`src/rtl/param_reg_resp.sv`:
```
// Motor-control parameter register bank: one read responder port and
// one write port, each with its own two-state valid/ready handshake FSM.
module param_reg_resp #(
    parameter int          NUM_REGS    = 16,
    parameter logic [31:0] RESET_VALUE = 32'h0
) (
    input  logic        clk,
    input  logic        rstn,
    input  logic [7:0]  r_addr,
    input  logic        r_valid,
    output logic        r_ready,
    output logic [31:0] r_data,
    input  logic [7:0]  w_addr,
    input  logic [31:0] w_data,
    input  logic        w_valid,
    output logic        w_ready,
    output logic        upd_pulse,
    output logic [7:0]  upd_addr,
    output logic        err_pulse
);

    localparam int AW = (NUM_REGS > 1) ? $clog2(NUM_REGS) : 1;

    typedef enum logic {R_IDLE, R_RESP} r_state_e;
    typedef enum logic {W_IDLE, W_ACK}  w_state_e;

    r_state_e    r_state_q, r_state_d;
    w_state_e    w_state_q, w_state_d;
    logic [31:0] regs_q [NUM_REGS];
    logic [31:0] regs_d [NUM_REGS];
    logic [31:0] data_q, data_d;
    logic        r_ready_q, r_ready_d;
    logic        r_oor_q, r_oor_d;
    logic        w_ready_q, w_ready_d;
    logic        upd_pulse_q, upd_pulse_d;
    logic [7:0]  upd_addr_q, upd_addr_d;
    logic        err_pulse_q, err_pulse_d;

    logic          r_in_range;
    logic          w_in_range;
    logic [AW-1:0] r_idx;
    logic [AW-1:0] w_idx;
    logic          w_commit;

    assign r_in_range = ({1'b0, r_addr} < 9'(NUM_REGS));
    assign w_in_range = ({1'b0, w_addr} < 9'(NUM_REGS));
    assign r_idx      = r_addr[AW-1:0];
    assign w_idx      = w_addr[AW-1:0];
    assign w_commit   = (w_state_q == W_ACK) && w_valid && w_in_range;

    // Next-state, register-bank update and pulse generation for both ports
    always_comb begin
        logic rd_err;
        logic wr_err;
        r_state_d   = r_state_q;
        w_state_d   = w_state_q;
        regs_d      = regs_q;
        data_d      = data_q;
        r_ready_d   = r_ready_q;
        r_oor_d     = r_oor_q;
        w_ready_d   = w_ready_q;
        upd_pulse_d = 1'b0;
        upd_addr_d  = upd_addr_q;
        rd_err      = 1'b0;
        wr_err      = 1'b0;

        // Write port; a commit is visible to a same-cycle read lookup
        unique case (w_state_q)
            W_IDLE: begin
                if (w_valid) begin
                    w_state_d = W_ACK;
                    w_ready_d = 1'b1;
                end
            end
            W_ACK: begin
                w_state_d = W_IDLE;
                w_ready_d = 1'b0;
                if (w_valid) begin
                    if (w_in_range) begin
                        regs_d[w_idx] = w_data;
                        upd_pulse_d   = 1'b1;
                        upd_addr_d    = w_addr;
                    end else begin
                        wr_err = 1'b1;
                    end
                end
            end
            default: begin
                w_state_d = W_IDLE;
                w_ready_d = 1'b0;
            end
        endcase

        // Read port; data is captured at lookup and held through response
        unique case (r_state_q)
            R_IDLE: begin
                if (r_valid) begin
                    r_state_d = R_RESP;
                    r_ready_d = 1'b1;
                    r_oor_d   = !r_in_range;
                    if (!r_in_range)
                        data_d = 32'h0;
                    else if (w_commit && (w_addr == r_addr))
                        data_d = w_data;
                    else
                        data_d = regs_q[r_idx];
                end
            end
            R_RESP: begin
                r_state_d = R_IDLE;
                r_ready_d = 1'b0;
                data_d    = 32'h0;
                r_oor_d   = 1'b0;
                rd_err    = r_valid && r_oor_q;
            end
            default: begin
                r_state_d = R_IDLE;
                r_ready_d = 1'b0;
                data_d    = 32'h0;
            end
        endcase

        err_pulse_d = rd_err | wr_err;
    end

    // State and output registers with synchronous active-low reset
    always_ff @(posedge clk) begin
        if (!rstn) begin
            r_state_q   <= R_IDLE;
            w_state_q   <= W_IDLE;
            for (int i = 0; i < NUM_REGS; i++)
                regs_q[i] <= RESET_VALUE;
            data_q      <= 32'h0;
            r_ready_q   <= 1'b0;
            r_oor_q     <= 1'b0;
            w_ready_q   <= 1'b0;
            upd_pulse_q <= 1'b0;
            upd_addr_q  <= 8'h0;
            err_pulse_q <= 1'b0;
        end else begin
            r_state_q   <= r_state_d;
            w_state_q   <= w_state_d;
            regs_q      <= regs_d;
            data_q      <= data_d;
            r_ready_q   <= r_ready_d;
            r_oor_q     <= r_oor_d;
            w_ready_q   <= w_ready_d;
            upd_pulse_q <= upd_pulse_d;
            upd_addr_q  <= upd_addr_d;
            err_pulse_q <= err_pulse_d;
        end
    end

    assign r_ready   = r_ready_q;
    assign r_data    = data_q;
    assign w_ready   = w_ready_q;
    assign upd_pulse = upd_pulse_q;
    assign upd_addr  = upd_addr_q;
    assign err_pulse = err_pulse_q;

endmodule
```
`config.mk`:
```
export PLATFORM = sky130hd
export DESIGN_NAME = param_reg_resp
export DESIGN_NICKNAME = d
export VERILOG_FILES = /design/src/rtl/param_reg_resp.sv
export SDC_FILE = /design/constraint.sdc
export NUM_CORES = 1
export LEC_CHECK = 0
export CAP_MARGIN = 0
export CORE_UTILIZATION = 30
export DETAILED_ROUTE_END_ITERATION = 16
export PLACE_DENSITY = 0.42
export SYNTH_ARGS = -nofsm -noshare
export SYNTH_HDL_FRONTEND = slang
export SYNTH_SLANG_ARGS = --single-unit
```
`constraint.sdc`:
```
create_clock -name clk -period 2.8 [get_ports clk]
set_input_delay 0.56 -clock clk [delete_from_list [all_inputs] [get_ports clk]]
set_output_delay 0.56 -clock clk [all_outputs]
set_load 0.01 [all_outputs]
```
==> results of run 1 <==
==> state kept, by name, indices dropped and copies added, names as in the netlist <==
| signal | cells |
|---|---|
| w_state_q | 1 |
| r_oor_q | 1 |
| r_data | 32 |
| r_ready | 1 |
| err_pulse | 1 |
| regs_q | 512 |
| upd_pulse | 1 |
| w_ready | 1 |
| r_state_q | 1 |
| upd_addr | 8 |
==> cell families after synthesis <==
kind of cell | after synthesis | synth area share
and+or+nand+nor | 1237 | 0.202
buffers and inverters | 326 | 0.0579
DFF | 559 | 0.439
muxes | 129 | 0.114
xor gates and xnor gates | 8 | 0.00275
AOI/OAI and AO/OA | 614 | 0.184
==> worst paths after layout <==
check	cells past startpoint	slack, ns	endpoint	start
max reg2reg	7	0.94	regs_q[382]	w_state_q
min reg2reg	2	0.45	regs_q[14]	regs_q[14]
max	8	0.31	regs_q[382]	w_addr[7]
min	2	0.26	upd_addr[0]	rstn
==> placed cells by master, fill, tap and decap left out, drive strengths merged, types with 9 or more instances in the layout <==
cell and instances:
clkdlybuf4s50 92, inv 34, a22o 64, nor4 19, nand2 1068, buf 148, o211ai 32, dfxtp 559
clkbuf 110, nor3 32, nor2 42, a21boi 516, nand4 48, clkinv 9, mux4 128
==> stage by stage <==
stage,worst slack (ns),util,hold WS (ns)
finish,0.315,0.364,0.256
global route,0.279,0.364,0.238
CTS,0.350,0.364,0.232
detailed placement,-0.276,0.338,0.443
global placement,-0.260,0.338,0.433
floorplan,0.546,-,0.426
==> worst register-to-register path: stages (launching register included) <==
cell      delay, ns
dfxtp_1        0.37
nand2_2        0.17
buf_12         0.20
nor4_4         0.33
buf_12         0.31
buf_4          0.19
nand2_1        0.05
a21boi_0       0.18
==> cell usage after synthesis, types with 2 or more instances <==
cell	instances	share of area
nor3_1	32	0.0063
o211ai_1	32	0.0094
nor4_2	5	0.0025
clkbuf_1	177	0.026
a21boi_1	137	0.040
a22o_1	64	0.022
buf_2	83	0.016
inv_1	33	0.0049
nand4_1	48	0.012
nor2_1	42	0.0062
and2_1	4	0.00098
mux4_2	128	0.11
nand2b_1	5	0.0012
and3_1	5	0.0012
buf_1	13	0.0019
or2_2	2	0.00049
dfxtp_1	559	0.44
nor2b_1	7	0.0017
nand2_1	1068	0.16
nor4_4	13	0.011
buf_6	19	0.0084
a21boi_0	379	0.11
or4_1	2	0.00059
xor2_1	8	0.0028
==> final cells by class <==
cell class / instances / area [sq um] / area share
Inverter: 33 / 124 / 0.00406
Tap cell: 1134 / 1420 / 0.0465
Timing Repair Buffer: 241 / 2670 / 0.0876
Clock inverter: 11 / 118 / 0.00386
Clock buffer: 109 / 2080 / 0.0681
Multi-Input combinational cell: 1988 / 12900 / 0.423
Sequential cell: 559 / 11200 / 0.367
==> per-layer routing <==
metal	up-vias	track usage
li1	9725	-
met1	10500	0.312
met2	729	0.336
met3	135	0.0444
met4	0	0.0662
met5	-	0
==> report_power, final <==
group / switching (mW) / internal (mW) / total, mW
combinational: 0.631 / 0.382 / 1.01
clock: 3.51 / 5.17 / 8.69
sequential: 0.00426 / 7.96 / 7.97
total: 4.15 / 13.5 / 17.7
==> results.md, run 1 <==
- The flow ran to the end, and the final reports show no timing, DRC or antenna violations.
- The critical path goes through clkdlybuf4s50_1 -> or4_2 -> buf_12 -> nor4_4 -> buf_12 -> buf_4 -> nand2_1 -> a21boi_0.
- The starting utilization of the core area is 0.304.
- The floorplan step defined a core boundary enclosing 83800 sq um.
- In this run the mean area of a mapped cell was 8.87 sq um.
- The worst setup path is of the in -> reg kind.
- The total routing resource utilization after global routing is 0.220.
- The wire length per cell after detailed routing is 23.2 um.
- The sequential element share of the synthesized area is 0.439.
- The diode insertion count for antenna repair is 0.
- The netlist area before placement is 25500 sq um.
- After the last flow step, the layout net total stands at 2942.
- The category of cells accounting for the largest share of critical-path delay is buffers and inverters.
- Setup violations remaining at the end of the flow were counted as 0.
- The first global-routing pass estimated 140 mm of wire.
- In the routed layout, each cell is associated on average with a via count of 5.17.
- The number of placement rows is 106.
- At the later pin of the worst-skew pair, clock insertion delay measures 0.61 ns.
- The number of maximum-capacitance constraint violations is 0.
- The clock-pin slew on the worst setup and hold paths is 0.06 ns.
- The worst-case IR drop observed on VDD is 0.000431 V.
- The critical path's largest stage delay is 0.73 ns.
- The H-tree was split into 3 levels.
- The data arrival time of the critical path is 3.02 ns.
- The number of placed instances, taps included is 3955.
- The number of instances in the synthesized netlist is 2873.
- The routed length on met2 is 41.6 mm.
- Post-CTS timing repair inserted 0 buffers for setup.
- The standard cell area after detailed placement is 28300 sq um.
- The total wirelength of the detailed-routed design is 94.7 mm.
- Adding up every negative setup slack in the final design gives 0 ns.
- Together, buffers and inverters on the worst path number 4.
- Summing all non-filler instances in the final layout gives an area of 30500 sq um.
- The detailed router finished its first iteration with 1874 violations.
- The number of register bits inferred by synthesis is 559.
- STA classifies the critical path startpoint as an input pin.
- Counting stages on the worst path, the most repeated cell is buf_12.
- The endpoint required time on the critical path is 3.33 ns.
- Yosys mapped a number of flops with a built-in enable equal to 0.
- The completed layout was analyzed and its total power is 17.7 mW.
- Measured along the y axis, the die boundary spans 293 um.
- Gates resized during post-CTS repair numbered 0.
- In this run the static leakage power is 9.90 nW.
- The wire length the detailed router placed on met1 is 43.8 mm.
- The highest achievable clock rate is 402 MHz.
- The floorplan step defined a die boundary enclosing 86100 sq um.
- The proportion of synthesized flip-flops having asynchronous set or reset is 0.
- After legalization and detailed placement, the total HPWL measured 54.9 mm.
- Entering global routing, the biggest net connects 211 pins.
- The longest clock path from root to sink contains 3 buffers.
- After detailed routing, the met3 layer carries 6.52 mm of wire.
- The transition time at the pin with the least slew margin is 0.966 ns.
- The final number of hold-violating endpoints is 0.
- For this run the aggregate overflow at the end of global routing stands at 0.
- The die width is 293 um.
- The slowest cell on the critical path is or4_2.
- The kind of end point of the critical path is a flop.
- Measured against its own limit, the worst slew margin works out to 0.356.
- Routability-driven placement finished with a final weighted congestion of 0.774.
- During synthesis, Yosys emitted a total of 0 warnings.
- The flip-flop cell with the highest count after synthesis is dfxtp_1.
- In the finished design, the share of the clock period the worst path needs comes to 0.888.
- TritonCTS built the clock tree.
- The critical-path maximum fanout is 30.
- The minimum clock period after layout is 2.49 ns.
- The count of nets left with antenna violations after detail routing is 0.
- The net count of the mapped netlist is 2925.
- The top-level port count is 96.
- The area added between synthesis and finish is 19.7%.
- Fill cells in the final layout number 8547.
- The max-slew violation count is 0.
- In this run the clock root is driven by a clkbuf_16.
- Of the cells placed in the final design, the portion with a size suffix greater than 1 is 0.138.
- The number of global-route vias before repair came to 20600.
- The count of input and output buffers is 95.
- The count of different cell masters after synthesis is 32.
- The detailed-route DRC error count is 0.
- The maximum clock skew at final layout is 0.0228 ns.
- The topmost layer with routed signal wires is met4.
- The initial antenna violation count came to 3.
- The path type of the worst min-delay path is in -> reg.
- The first-pass iteration count of the detailed router is 5.
- The TritonCTS sink count is 559.
- For this design the ratio of total power to cell area is 579 nW/um^2.
- The quantity of hold-fixing buffers added after cts is 0.
- The TritonCTS buffer count is 67.
- The final route contains 21100 vias.
- The post-layout instance count excluding filler cells is 4075.
- Setup repair after global routing left no endpoint under its margin.
No activity file was read; power rests on OpenSTA's default activity.
==> inputs of run 2 (changes only) <==
CORE_ASPECT_RATIO = 1.4   (was unset)
==> run 2 against run 1 <==
Effect of this change:
- sequential share of layout area grew 0.16 points
- clock power shrank 6.0%
- final area shrank 0.43%
- largest cell class unchanged
- die area is essentially flat
- global-route usage shrank 1.5 points
- utilization shrank 0.32 points
- combinational power is essentially flat
- sequential cell count is the same
- via count shrank 2.5%
- highest routed layer unchanged
- first-iteration DRC count shrank 14%
- cell count shrank 0.93%
- clock-buffer cell count shrank 25
==> results.md, run 2 (synthesized netlist as in run 1, its figures left out) <==
- The flow ran to the end, and the final reports show no timing, DRC or antenna violations.
- From bottom edge to top edge, the die measures 347 um.
- The endpoint required time on the critical path is 3.32 ns.
- The setup TNS is 0 ns.
- The number of maximum-capacitance constraint violations is 0.
- The clock net in this run drives a total of 559 sinks.
- Entering global routing, the biggest net connects 200 pins.
- After clock tree synthesis, the clock-pin slew on the worst setup and hold paths is 0.06 ns.
- The part of the power in the clock network is 0.477.
- The multi-input combinational cells in the finished layout cover a total of 12900 sq um.
- CTS placed an instance of clkbuf_16 at the clock tree root.
- The highest achievable clock rate is 416 MHz.
- The final number of hold-violating endpoints was 0.
- The pre-antenna-repair detailed-routing pass consisted of 7 iterations.
- For this design, the slowest cell found on the critical path is or4_2.
- TritonCTS created 57 clock buffers.
- Summed over all cells, the static leakage comes to 9.88 nW.
- The mean number of vias per cell is 5.09.
- In the finished design, the share of the clock period the worst path needs comes to 0.859.
- The clock tree from TritonCTS is yes.
- The wire-length estimate of the detail-placed layout is 57.5 mm.
- The worst hold path belongs to the class in -> reg.
- Together, buffers and inverters on the worst path number 3.
- Setup repair after global routing left no endpoint under its margin.
- The register with the most flip-flops in the layout has 512 of them.
- The quantity of hold-fixing buffers added after cts is 0.
- The power share of the sequential group is 0.465.
- The max-slew violation count is 0.
- The number of placement rows is 126.
- Tracing the worst setup path back leads to its startpoint at w_addr[4].
- The detailed-route DRC error count is 0.
- The maximum clock skew at final layout is 0.0318 ns.
- The critical path in this run is classified as in -> reg.
- Once the clock tree was built, the resizer swapped 0 gates to a different size.
- The H-tree generated during clock tree synthesis spans 2 levels.
- The total number of nets in the final design is 2953.
- The transition time at the pin with the least slew margin is 0.921 ns.
- The global-route wire length before repair is 133 mm.
- The worst register-to-register path begins at w_state_q.
- The total wirelength of the detailed-routed design is 88.1 mm.
- The routed layout has 20500 vias.
- Measured against its own limit, the worst slew margin works out to 0.386.
- The area added between synthesis and finish is 19.2%.
- In the layout the commonest cells are nand2_1, dfxtp_1, a21boi_0, a21boi_1, mux4_2.
- The post-layout instance count excluding filler cells is 4037.
- Setup slack closes at 0.394 ns.
- The share of total power dissipated in combinational logic is 0.059.
- The flip-flop and latch area is 11200 sq um.
- The critical path's largest stage delay is 0.72 ns.
- The die covers 86100 sq um.
- The total routing resource utilization after global routing is 0.205.
- Of the total power, the share spent switching nets is 0.234.
- The top-level port count is 96.
- The region available for standard cell placement spans 84200 sq um.
- The register with the most flip-flops in the final layout is regs_q.
- Leaving out fill and tap cells, the most frequent cell in the layout is nand2_1.
- The category of the worst setup path launch point is an input pin.
- The final weighted congestion in routability-driven placement is 0.783.
- The number of setup buffers added after CTS is 0.
- The later pin in the worst-skew pair is clocked with a latency of 0.64 ns.
- VDD sags by at most 0.000448 V.
- The power per standard cell area is 565 nW/um^2.
- The signal on the critical path passes through clkdlybuf4s50_1 -> or4_2 -> buf_12 -> nor4_4 -> buf_4 -> nand2_1 -> a21boi_0.
- Measured on the finished design, the core utilization comes to 0.361.
- The count of input and output buffers is 95.
- OpenSTA, run right after detailed placement, puts the worst setup slack at -0.213 ns.
- The number of setup violations in the final report is 0.
- The power spent charging and discharging nets is 4.00 mW.
- The internal power contribution is 13.1 mW.
- The worst-case clock buffer depth is 3.
- Counting the fill cells in the layout gives 8404.
- STA classifies the critical path endpoint as a flop.
- In this run the horizontal extent of the chip is 248 um.
- The startpoint identified for the worst hold timing path is rstn.
- The violation count after the first detailed-route iteration is 1618.
- The number of placed instances, taps included is 3930.
- The count of nets left with antenna violations after detail routing is 0.
- The share of final-layout standard cells stronger than drive strength 1 is 0.144.
- The initial utilization of the core area, before any placement, comes to 0.303.
- Broken down by cell family, the worst path's largest delay share belongs to simple AND/OR/NAND/NOR gates.
- The data arrival time of the critical path is 2.93 ns.
- The number of global-route vias before repair is 20700.
- After detailed routing, the average wire length per cell comes to 21.8 um.
- The aggregate global routing overflow is 0.
- The initial antenna violation count is 1.
- The minimum clock period after layout is 2.41 ns.
- In this run the worst path has a maximum fanout of 19.
run 2: cell types whose count changed in the layout (fill, tap and decap cells not counted), moves of 3 or more:
cell        previous run  this run
clkbuf_8              19        16
clkinv_8               3         0
clkbuf_16             70        59
clkbuf_1              21        10
buf_12                49        46
clkinvlp_4             0         3
buf_4                 97       121
bufinv_16              1         6
clkinv_2               6        11
run 2: final cells by class:
type	instances	share of cell area
Sequential cell	559	0.369
Tap cell	1088	0.0448
Clock inverter	22	0.00907
Timing Repair Buffer	262	0.0919
Multi-Input combinational cell	1988	0.425
Antenna cell	1	0.0000824
Clock buffer	84	0.0567
Inverter	33	0.00408
run 2: final timing paths:
kind              cells after the start  slack (ns)          end
setup / recovery                      7        0.39  regs_q[376]
hold / removal                        2        0.33  regs_q[159]
setup reg to reg                      6        1.02  regs_q[376]
hold reg to reg                       2        0.45   regs_q[94]
run 2: power groups by stage:
| stage | clock (mW) | combinational [mW] | sequential, mW |
|---|---|---|---|
| after floorplan | 0 | 0.563 | 8.14 |
| after global placement | 0 | 1.00 | 8.14 |
| after detailed placement | 0 | 1.01 | 8.14 |
| after CTS | 8.43 | 1.01 | 7.96 |
| after global routing | 8.73 | 1.07 | 7.96 |
| final | 8.17 | 1.01 | 7.96 |
run 2: metal layers:
| layer | global-route usage | wire length (um) | up-vias |
|---|---|---|---|
| met1 | 0.256 | 37200 | 10100 |
| met2 | 0.352 | 43300 | 572 |
| met3 | 0.0337 | 4520 | 169 |
| met5 | 0 | 0 | - |
| li1 | - | - | 9735 |
| met4 | 0.0730 | 3080 | 0 |
run 2: per-stage QoR:
step	total power, mW	instance area [sq um]	hold WS, ns
2_1_floorplan	8.70	25500	0.426
3_3_place_gp	9.15	28400	0.433
3_5_place_dp	9.15	28400	0.440
4_1_cts	17.4	30400	0.283
5_1_grt	17.8	30400	0.313
6_report	17.1	30400	0.328
==> inputs of run 3 (changes only) <==
CTS_CLUSTER_DIAMETER = 200   (was unset)
==> results of run 3 <==
The final DEF is identical to that of run 2; final timing and power are the same.
==> patch: new RTL, config.mk and constraints of run 2 <==
`NUM_REGS`: 16 -> 8.
--- a/src/rtl/param_reg_resp.sv
+++ b/src/rtl/param_reg_resp.sv
@@ -1,7 +1,7 @@
 // Motor-control parameter register bank: one read responder port and
 // one write port, each with its own two-state valid/ready handshake FSM.
 module param_reg_resp #(
-    parameter int          NUM_REGS    = 16,
+    parameter int          NUM_REGS    = 8,
     parameter logic [31:0] RESET_VALUE = 32'h0
 ) (
     input  logic        clk,
Check against the original RTL: not equivalent (Yosys sat finds a counterexample within 4 cycles, from zero or initial values and one cycle with rstn low).
==> patch against run 2 <==
Highest routed layer is now met5. Sequential share of layout area about the same. Sequential cell count down 256. Critical endpoint is now regs_q[5]. Routed wire length down 54%. Setup slack better by 0.24 ns. Design area down 46%. Combinational power down 54%. Area after synthesis down 46%. Clock skew down 0.016 ns. Sequential power down 46%. Power down 46%. Register-to-register slack worse by 0.23 ns.
==> patch: results (changes against run 2) <==
Biggest register regs_q; Inserted Diodes 0 (-1); Post-DP Area 15380 µm² (-46%); H-tree depth 2 (unchanged); Post-DP HPWL 24380 µm (-58%); RD Place Congestion 0.7159 (-8.6%); CTS Buffer Depth 3 (unchanged); Post-Route WL 40310 µm (-54%); initial antenna violation count 1 (unchanged); post-CTS setup repair buffer count 0 (unchanged); share of post-route cells with drive strength above 1 0.1632 (+0.01933); Data arrival, critical path 2.60 ns (-0.33 ns); Min-Delay Path Depth 2 (unchanged); sequential area share after synthesis 0.4416 (+0.002361); number of DRC markers in iteration 0 484 (-70%); drt pass-1 iters 4 (-3); Root Driver clkbuf_16; Crit Path Max Fanout 13 (-6); Relative slew margins 0.4338 (+0.04753); Lkg Pwr 0.005498 µW (-44%); HP Class in -> reg; Net count, final 1503 (-49%); clk slew on worst S/H paths 0.06 ns (about the same); vias in the first global route 10.09k (-51%); Vias/cell 4.697 (-7.7%); Post-synth top flop dfxtp_1; internal power 7214 µW (-45%); Post-synth top cells 425 x nand2_1, 303 x dfxtp_1, 123 x a21boi_0, 96 x mux2i_1, 65 x nor2b_1; worst r2r path cells 7 (+1); Inserted Clock Buffers 34 (-40%); Post-synth ARST share 0 (unchanged); post-synth cell types 38 (+19%); All-Layer GR Usage 0.1780 (-0.02724); FILL cells 4626 (-45%); outcome complete, no violations; pin count of the biggest net entering global routing 151 (-25%); Largest register FFs 256 (-50%); # resized after CTS 0 (unchanged); first-pass GRT wire length 62910 µm (-53%); Area contributors post-synth dfxtp_1 44%, nand2_1 12%, mux4_2 10%, mux2i_1 7.0%, a21boi_0 6.7%; Worst-Skew Late Latency 0.53 ns (-0.11 ns); synth warn 0 (unchanged); port bufs 95 (unchanged); Clock Skew 0.01530 ns (-0.01649 ns); Worst VDD drop 0.3625 mV (-19%)
-- patch: cells by family (layout without fill, tap and decap cells) --
kind of cell,count (synthesis),count (layout),synth area share
simple gates,529,529,0.1690
flops,303,303,0.4416
compound gates,230,230,0.1278
mux,192,192,0.2011
buf+inv,145,209,0.05538
xor+xnor,8,8,0.005101
-- patch: path summary, 6_finish.rpt --
kind                                 start          end  slack (ns)
worst max-delay path             w_addr[7]    regs_q[5]        0.64
worst max register to register   w_state_q  regs_q[239]        0.79
worst min register to register  r_data[12]   r_data[12]        0.45
worst min-delay path                  rstn   regs_q[67]        0.39
-- patch: stage by stage --
step,setup slack [ns],std cells
3_5_place_dp,0.05674,2026
2_1_floorplan,0.7277,1407
3_3_place_gp,0.08203,2026
5_1_grt,0.4874,2082
6_report,0.6379,2082
4_1_cts,0.6279,2082
-- patch: critical path, cell delays in order --
cell and delay, ns:
clkdlybuf4s50_1 0.48, nor3_4 0.23, buf_4 0.15, nand4_4 0.19, buf_4 0.22, nor3_4 0.22, buf_4 0.28, nand2_1 0.07
a21boi_0 0.18
-- patch: final cells by class --
class,instances,area (µm²),area share
clock buffers,53,1026,0.06230
clock inverters,3,65.06,0.003950
inverters,3,11.26,0.0006837
multi-input cells,959,6932,0.4209
flip-flops and latches,303,6066,0.3683
well taps,611,764.5,0.04642
repair buffers,150,1605,0.09747
-- patch: power by group through the flow --
stage | combinational, µW | sequential (µW) | clock, µW
floorplan | 277 | 4420 | 0
global placement | 478 | 4420 | 0
detailed placement | 476 | 4420 | 0
CTS | 476 | 4320 | 4670
global route | 499 | 4320 | 4820
finish | 465 | 4320 | 4480
-- patch: metal layers --
metal	track usage	part of all wire	up-vias
li1	-	-	4829
met1	0.2168	0.43	4756
met2	0.3265	0.52	148
met3	0.02661	0.032	45
met4	0.04381	0.017	2
met5	0	0.00042	-
